File: src/rtl/mochila_ext_slave_cut.sv
// Registered OBI cut between the cluster external-slave port and the outer fabric,
// with outstanding tracking, registered responses and a response watchdog.
package mochila_ext_slave_cut_pkg;
  localparam int unsigned BE_W   = 4;
  localparam int unsigned ADDR_W = 32;
  localparam int unsigned DATA_W = 32;

  typedef struct packed {
    logic              req;
    logic              we;
    logic [BE_W-1:0]   be;
    logic [ADDR_W-1:0] addr;
    logic [DATA_W-1:0] wdata;
  } obi_req_t;

  typedef struct packed {
    logic              gnt;
    logic              rvalid;
    logic [DATA_W-1:0] rdata;
  } obi_resp_t;
endpackage

module mochila_ext_slave_cut
  import mochila_ext_slave_cut_pkg::*;
#(
  parameter int unsigned MAX_OUTSTANDING = 4,
  parameter int unsigned TIMEOUT_CYCLES  = 1024,
  localparam int unsigned CNT_W  = $clog2(MAX_OUTSTANDING + 1),
  localparam int unsigned WDOG_W = $clog2(TIMEOUT_CYCLES)
) (
  input  logic             clk_i,
  input  logic             rst_ni,
  input  obi_req_t         slv_req_i,
  output obi_resp_t        slv_resp_o,
  output obi_req_t         mst_req_o,
  input  obi_resp_t        mst_resp_i,
  input  logic             clr_err_i,
  output logic [CNT_W-1:0] outstanding_o,
  output logic             timeout_o,
  output logic             unexp_rvalid_o
);

  typedef enum logic {EMPTY, FULL} state_t;

  state_t              state_q, state_d;
  logic                we_q, we_d;
  logic [BE_W-1:0]     be_q, be_d;
  logic [ADDR_W-1:0]   addr_q, addr_d;
  logic [DATA_W-1:0]   wdata_q, wdata_d;
  logic [CNT_W-1:0]    outstanding_q, outstanding_d;
  logic [WDOG_W-1:0]   wdog_q, wdog_d;
  logic                timeout_q, timeout_d;
  logic                unexp_q, unexp_d;
  logic                rvalid_q;
  logic [DATA_W-1:0]   rdata_q, rdata_d;

  logic mst_req_c, mst_fire_c, slv_gnt_c, slv_fire_c;
  logic rsp_dec_c, unexp_set_c, timeout_set_c;

  // Slot FSM, outstanding counter, watchdog and error flags
  always_comb begin
    state_d       = state_q;
    we_d          = we_q;
    be_d          = be_q;
    addr_d        = addr_q;
    wdata_d       = wdata_q;
    outstanding_d = outstanding_q;
    wdog_d        = wdog_q;
    rdata_d       = rdata_q;

    mst_req_c  = (state_q == FULL) && (outstanding_q < CNT_W'(MAX_OUTSTANDING));
    mst_fire_c = mst_req_c && mst_resp_i.gnt;
    slv_gnt_c  = slv_req_i.req && ((state_q == EMPTY) || mst_fire_c);
    slv_fire_c = slv_req_i.req && slv_gnt_c;

    case (state_q)
      EMPTY:   if (slv_fire_c) state_d = FULL;
      FULL:    if (mst_fire_c && !slv_fire_c) state_d = EMPTY;
      default: state_d = EMPTY;
    endcase

    if (slv_fire_c) begin
      we_d    = slv_req_i.we;
      be_d    = slv_req_i.be;
      addr_d  = slv_req_i.addr;
      wdata_d = slv_req_i.wdata;
    end

    rsp_dec_c   = mst_resp_i.rvalid && (outstanding_q != '0);
    unexp_set_c = mst_resp_i.rvalid && (outstanding_q == '0);
    case ({mst_fire_c, rsp_dec_c})
      2'b10:   outstanding_d = outstanding_q + CNT_W'(1);
      2'b01:   outstanding_d = outstanding_q - CNT_W'(1);
      default: outstanding_d = outstanding_q;
    endcase

    // Counts cycles that end with work outstanding and no response; saturates at the limit
    if ((outstanding_d == '0) || mst_resp_i.rvalid) begin
      wdog_d = '0;
    end else if (wdog_q != WDOG_W'(TIMEOUT_CYCLES - 1)) begin
      wdog_d = wdog_q + WDOG_W'(1);
    end
    timeout_set_c = (wdog_q == WDOG_W'(TIMEOUT_CYCLES - 2)) &&
                    (wdog_d == WDOG_W'(TIMEOUT_CYCLES - 1));

    timeout_d = timeout_set_c ? 1'b1 : (clr_err_i ? 1'b0 : timeout_q);
    unexp_d   = unexp_set_c   ? 1'b1 : (clr_err_i ? 1'b0 : unexp_q);

    if (mst_resp_i.rvalid) rdata_d = mst_resp_i.rdata;
  end

  always_ff @(posedge clk_i or negedge rst_ni) begin
    if (!rst_ni) begin
      state_q       <= EMPTY;
      we_q          <= 1'b0;
      be_q          <= '0;
      addr_q        <= '0;
      wdata_q       <= '0;
      outstanding_q <= '0;
      wdog_q        <= '0;
      timeout_q     <= 1'b0;
      unexp_q       <= 1'b0;
      rvalid_q      <= 1'b0;
      rdata_q       <= '0;
    end else begin
      state_q       <= state_d;
      we_q          <= we_d;
      be_q          <= be_d;
      addr_q        <= addr_d;
      wdata_q       <= wdata_d;
      outstanding_q <= outstanding_d;
      wdog_q        <= wdog_d;
      timeout_q     <= timeout_d;
      unexp_q       <= unexp_d;
      rvalid_q      <= mst_resp_i.rvalid;
      rdata_q       <= rdata_d;
    end
  end

  // Output assembly
  always_comb begin
    mst_req_o        = '0;
    mst_req_o.req    = mst_req_c;
    mst_req_o.we     = we_q;
    mst_req_o.be     = be_q;
    mst_req_o.addr   = addr_q;
    mst_req_o.wdata  = wdata_q;
    slv_resp_o        = '0;
    slv_resp_o.gnt    = slv_gnt_c;
    slv_resp_o.rvalid = rvalid_q;
    slv_resp_o.rdata  = rdata_q;
  end

  assign outstanding_o  = outstanding_q;
  assign timeout_o      = timeout_q;
  assign unexp_rvalid_o = unexp_q;

endmodule

File: config.mk
export PLATFORM = sky130hd
export DESIGN_NAME = mochila_ext_slave_cut
export DESIGN_NICKNAME = d
export VERILOG_FILES = /design/src/rtl/mochila_ext_slave_cut.sv
export SDC_FILE = /design/constraint.sdc
export NUM_CORES = 1
export LEC_CHECK = 0
export ABC_AREA = 1
export BUFFER_PORTS_ARGS = -buffer_cell sky130_fd_sc_hd__clkbuf_2
export CAP_MARGIN = 15
export CELL_PAD_IN_SITES_DETAIL_PLACEMENT = 0
export CELL_PAD_IN_SITES_GLOBAL_PLACEMENT = 1
export CORE_UTILIZATION = 33
export DETAILED_ROUTE_END_ITERATION = 16
export PLACE_DENSITY = 0.86
export SKIP_CTS_REPAIR_TIMING = 1
export SYNTH_ARGS = -nofsm -noshare
export SYNTH_HDL_FRONTEND = slang
export SYNTH_SLANG_ARGS = --single-unit
File: constraint.sdc
create_clock -name clk_i -period 2.8 [get_ports clk_i]
set_clock_uncertainty 0.05 [all_clocks]
set_input_delay 0.28 -clock clk_i [delete_from_list [all_inputs] [get_ports clk_i]]
set_output_delay 0.28 -clock clk_i [all_outputs]
set_load 0.05 [all_outputs]
==> results.sh <==
export IMPL_yosys_warnings=0
export IMPL_drive_gt1_share_pct=33.8
export IMPL_clockBufferDepth=2
export IMPL_cts_tree="done"
export IMPL_nets=883
export IMPL_synth_top_cell_area_share_pct=61.5
export IMPL_area_growth_pct=38.5
export IMPL_yosys_cell_types_count=25
export IMPL_drt_initial_drc_count=169
export IMPL_min_period_ns=2.37
export IMPL_clk_latency_ns=0.40
export IMPL_design_core_area_um2=14000
export IMPL_cap_violations=0
export IMPL_rsz0062_at_grt="false"
export IMPL_vias=4120
export IMPL_path_class="reg -> reg"
export IMPL_status="completed"
export IMPL_synth_largest_area_cell="dfrtp_1"
export IMPL_port_buffer_count=215
export IMPL_vias_per_cell=4.27
export IMPL_global_route_usage_total_pct=16.6
export IMPL_finalNonFillerCells=965
export IMPL_synth_compound_area_share_pct=1.56
export IMPL_die_w_um=123
export IMPL_synthSimpleGateAreaFrac_pct=30.7
export IMPL_synthAdderAreaFrac_pct=1.20
export IMPL_ys_seq_elements=118
export IMPL_synth_cells=555
export IMPL_synthMuxAreaShare_pct=0
export IMPL_powerDensity_nw_per_um2=1290
export IMPL_hpwl_um=8260
export IMPL_clk_pin_slew_ns=0.05
export IMPL_grt_max_degree=70
export IMPL_cts_made_buffers=17
export IMPL_rows=43
export IMPL_setup_viol=0
export IMPL_required_ns=3.04
export IMPL_switching_share_pct=47.4
export IMPL_critPathMaxFanout=10
export IMPL_dpl_instance_area_um2=6030
export IMPL_synth_xor_area_share_pct=0.730
export IMPL_grt_pass1_vias=3937
export IMPL_pwr_share_comb_pct=44.1
export IMPL_max_freq_ghz=0.422
export IMPL_synth_top_family_by_area="simple AND/OR/NAND/NOR gates"
export IMPL_grt_pass1_wl_um=19000
export IMPL_ys_top_cells_by_count="nand2_1, dfrtp_1, inv_1"
export IMPL_ios=216
export IMPL_synth_edf_count=0
export IMPL_synth_cell_area_um2=4800
export IMPL_power_switching_w=0.00407
export IMPL_synth_most_common_cell="nand2_1"
export IMPL_holdCritPathClass="in -> reg"
export IMPL_slew_headroom_pct=52.7
export IMPL_cts_sinks=118
export IMPL_fin_ws_ns=0.433
export IMPL_drtAntennaViolNets=0
export IMPL_cp_end_kind="register"
export IMPL_netlist_top_cells_area="dfrtp_1, nand2_1, inv_1"
export IMPL_synth_ff_type="dfrtp_1"
export IMPL_clkPwrFrac_pct=25.4
export IMPL_final_area_um2=6650
export IMPL_fin_crit_sh_pct=84.6
export IMPL_peakVddDrop_mv=0.719
export IMPL_cts_max_level=4
export IMPL_internal_power_w=0.00452
export IMPL_finalMaxSlewViolations=0
export IMPL_die_area_um2=15000
export IMPL_pwr_share_seq_pct=30.5
export IMPL_synth_fp_nets=666
export IMPL_syn_area_per_cell_um2=8.65
export IMPL_seq_area_frac_synth_pct=61.5
export IMPL_tns_ns=0
export IMPL_fillers=1440
export IMPL_p_leak_nw=3.86
export IMPL_dpl_cell_count=930
export IMPL_final_hold_violation_count=0
export IMPL_start_kind="register"
export IMPL_worstMarginPinSlew_ns=0.710
export IMPL_antenna_cells=0
export IMPL_gr_total_overflow=0
export IMPL_drcViolationCount=0
export IMPL_async_flop_share_pct=100
export IMPL_antenna_found_initial=0
export IMPL_arrival_ns=2.61
export IMPL_post_drt_wl_per_cell_um=12.3
export IMPL_die_h_um=123
export IMPL_cts_root_buffer="clkbuf_16"
export IMPL_wirelength_um=11900
export IMPL_preCtsSetupSlack_ns=0.410
export IMPL_place_congestion=0.735
export IMPL_first_pass_iters=4
export IMPL_initial_core_util_pct=34.2
## placed cells by master (no fill, tap or decap), drive strengths merged
cell type / n
a32o: 1
o21ai: 2
clkbuf: 237
bufinv: 3
a21oi: 8
clkinv: 5
o21bai: 2
nand3: 7
inv: 18
nand2: 344
ha: 3
nor2: 15
nand4: 5
xor2: 2
dlygate4sd3: 3
fa: 1
buf: 7
dfrtp: 118
xnor2: 2
clkinvlp: 2
## critical path: stages, from the launching register on
cell,delay (ns)
dfrtp_1,0.44
nor2_1,0.17
a21oi_1,0.09
ha_1,0.25
fa_1,0.44
nand2_1,0.08
nand2_1,0.06
nor2_1,0.11
nand3_1,0.12
nand2_2,0.21
nor2_4,0.05
nand2_2,0.06
nor2_2,0.03
nand2_1,0.05
nand2_1,0.05
## cell families (layout without fill, tap and decap cells)
logic type | Yosys count | count (layout)
AO/OA/AOI/OAI | 13 | 13
flip-flops | 118 | 118
AND/OR/NAND/NOR | 371 | 371
XOR/XNOR | 4 | 4
buffers and inverters | 45 | 275
adder cells (fa/ha/maj) | 4 | 4
## layout make-up
| cell class | instances | area (um2) | area share [%] |
|---|---|---|---|
| flip-flops and latches | 118 | 2950 | 44.4 |
| multi-input cells | 392 | 1640 | 24.7 |
| repair buffers | 224 | 1170 | 17.5 |
| clock buffers | 23 | 468 | 7.04 |
| well taps | 180 | 225 | 3.39 |
| clock inverters | 9 | 125 | 1.88 |
| inverters | 19 | 71.3 | 1.07 |
## worst paths after layout
kind / from / to / slack [ns] / cells after the start
hold reg to reg: rdata_q[6]$_DFFE_PN0P_ / rdata_q[6]$_DFFE_PN0P_ / 0.42 / 2
max in group asynchronous: rst_ni / rdata_q[27]$_DFFE_PN0P_ / 1.47 / 3
setup / recovery: outstanding_o[0]$_DFF_PN0_ / timeout_o$_DFFE_PN0P_ / 0.43 / 14
min in group asynchronous: rst_ni / wdata_q[22]$_DFFE_PN0P_ / 0.35 / 2
hold / removal: slv_req_i[55] / addr_q[23]$_DFFE_PN0P_ / 0.01 / 3
setup reg to reg: outstanding_o[0]$_DFF_PN0_ / timeout_o$_DFFE_PN0P_ / 0.43 / 14
## stage by stage
step	utilization (%)	hold WS [ns]	power (W)
finish	47.4	0.0130	0.00859
global route	47.4	0.00571	0.00910
CTS	47.1	-0.190	0.00869
detailed placement	42.9	0.258	0.00646
global placement	42.9	0.259	0.00642
floorplan	-	-0.0656	0.00552
## metal layers
metal	part of all wire, %	vias up	wire length (um)	GRT usage [%]
met1	43	1882	5090	20.0
met5	0	-	0	0
met4	1.6	0	187	7.47
li1	-	2111	-	-
met3	5.2	13	623	5.48
met2	50	114	6020	26.9
## state kept, by name, indices dropped and copies added, names as in the netlist
register,cells
addr_q,32
be_q,4
outstanding_o,3
rdata_q,32
rvalid_q,1
state_q,1
timeout_o,1
unexp_rvalid_o,1
wdata_q,32
wdog_q,10
we_q,1
## power groups by stage
stage	combinational, W	clock [W]	sequential [W]
finish	0.00379	0.00218	0.00262
floorplan	0.000918	0	0.00460
global placement	0.00379	0	0.00263
detailed placement	0.00382	0	0.00263
global route	0.00407	0.00233	0.00270
CTS	0.00383	0.00223	0.00263
(Power assumes the default switching activity.)
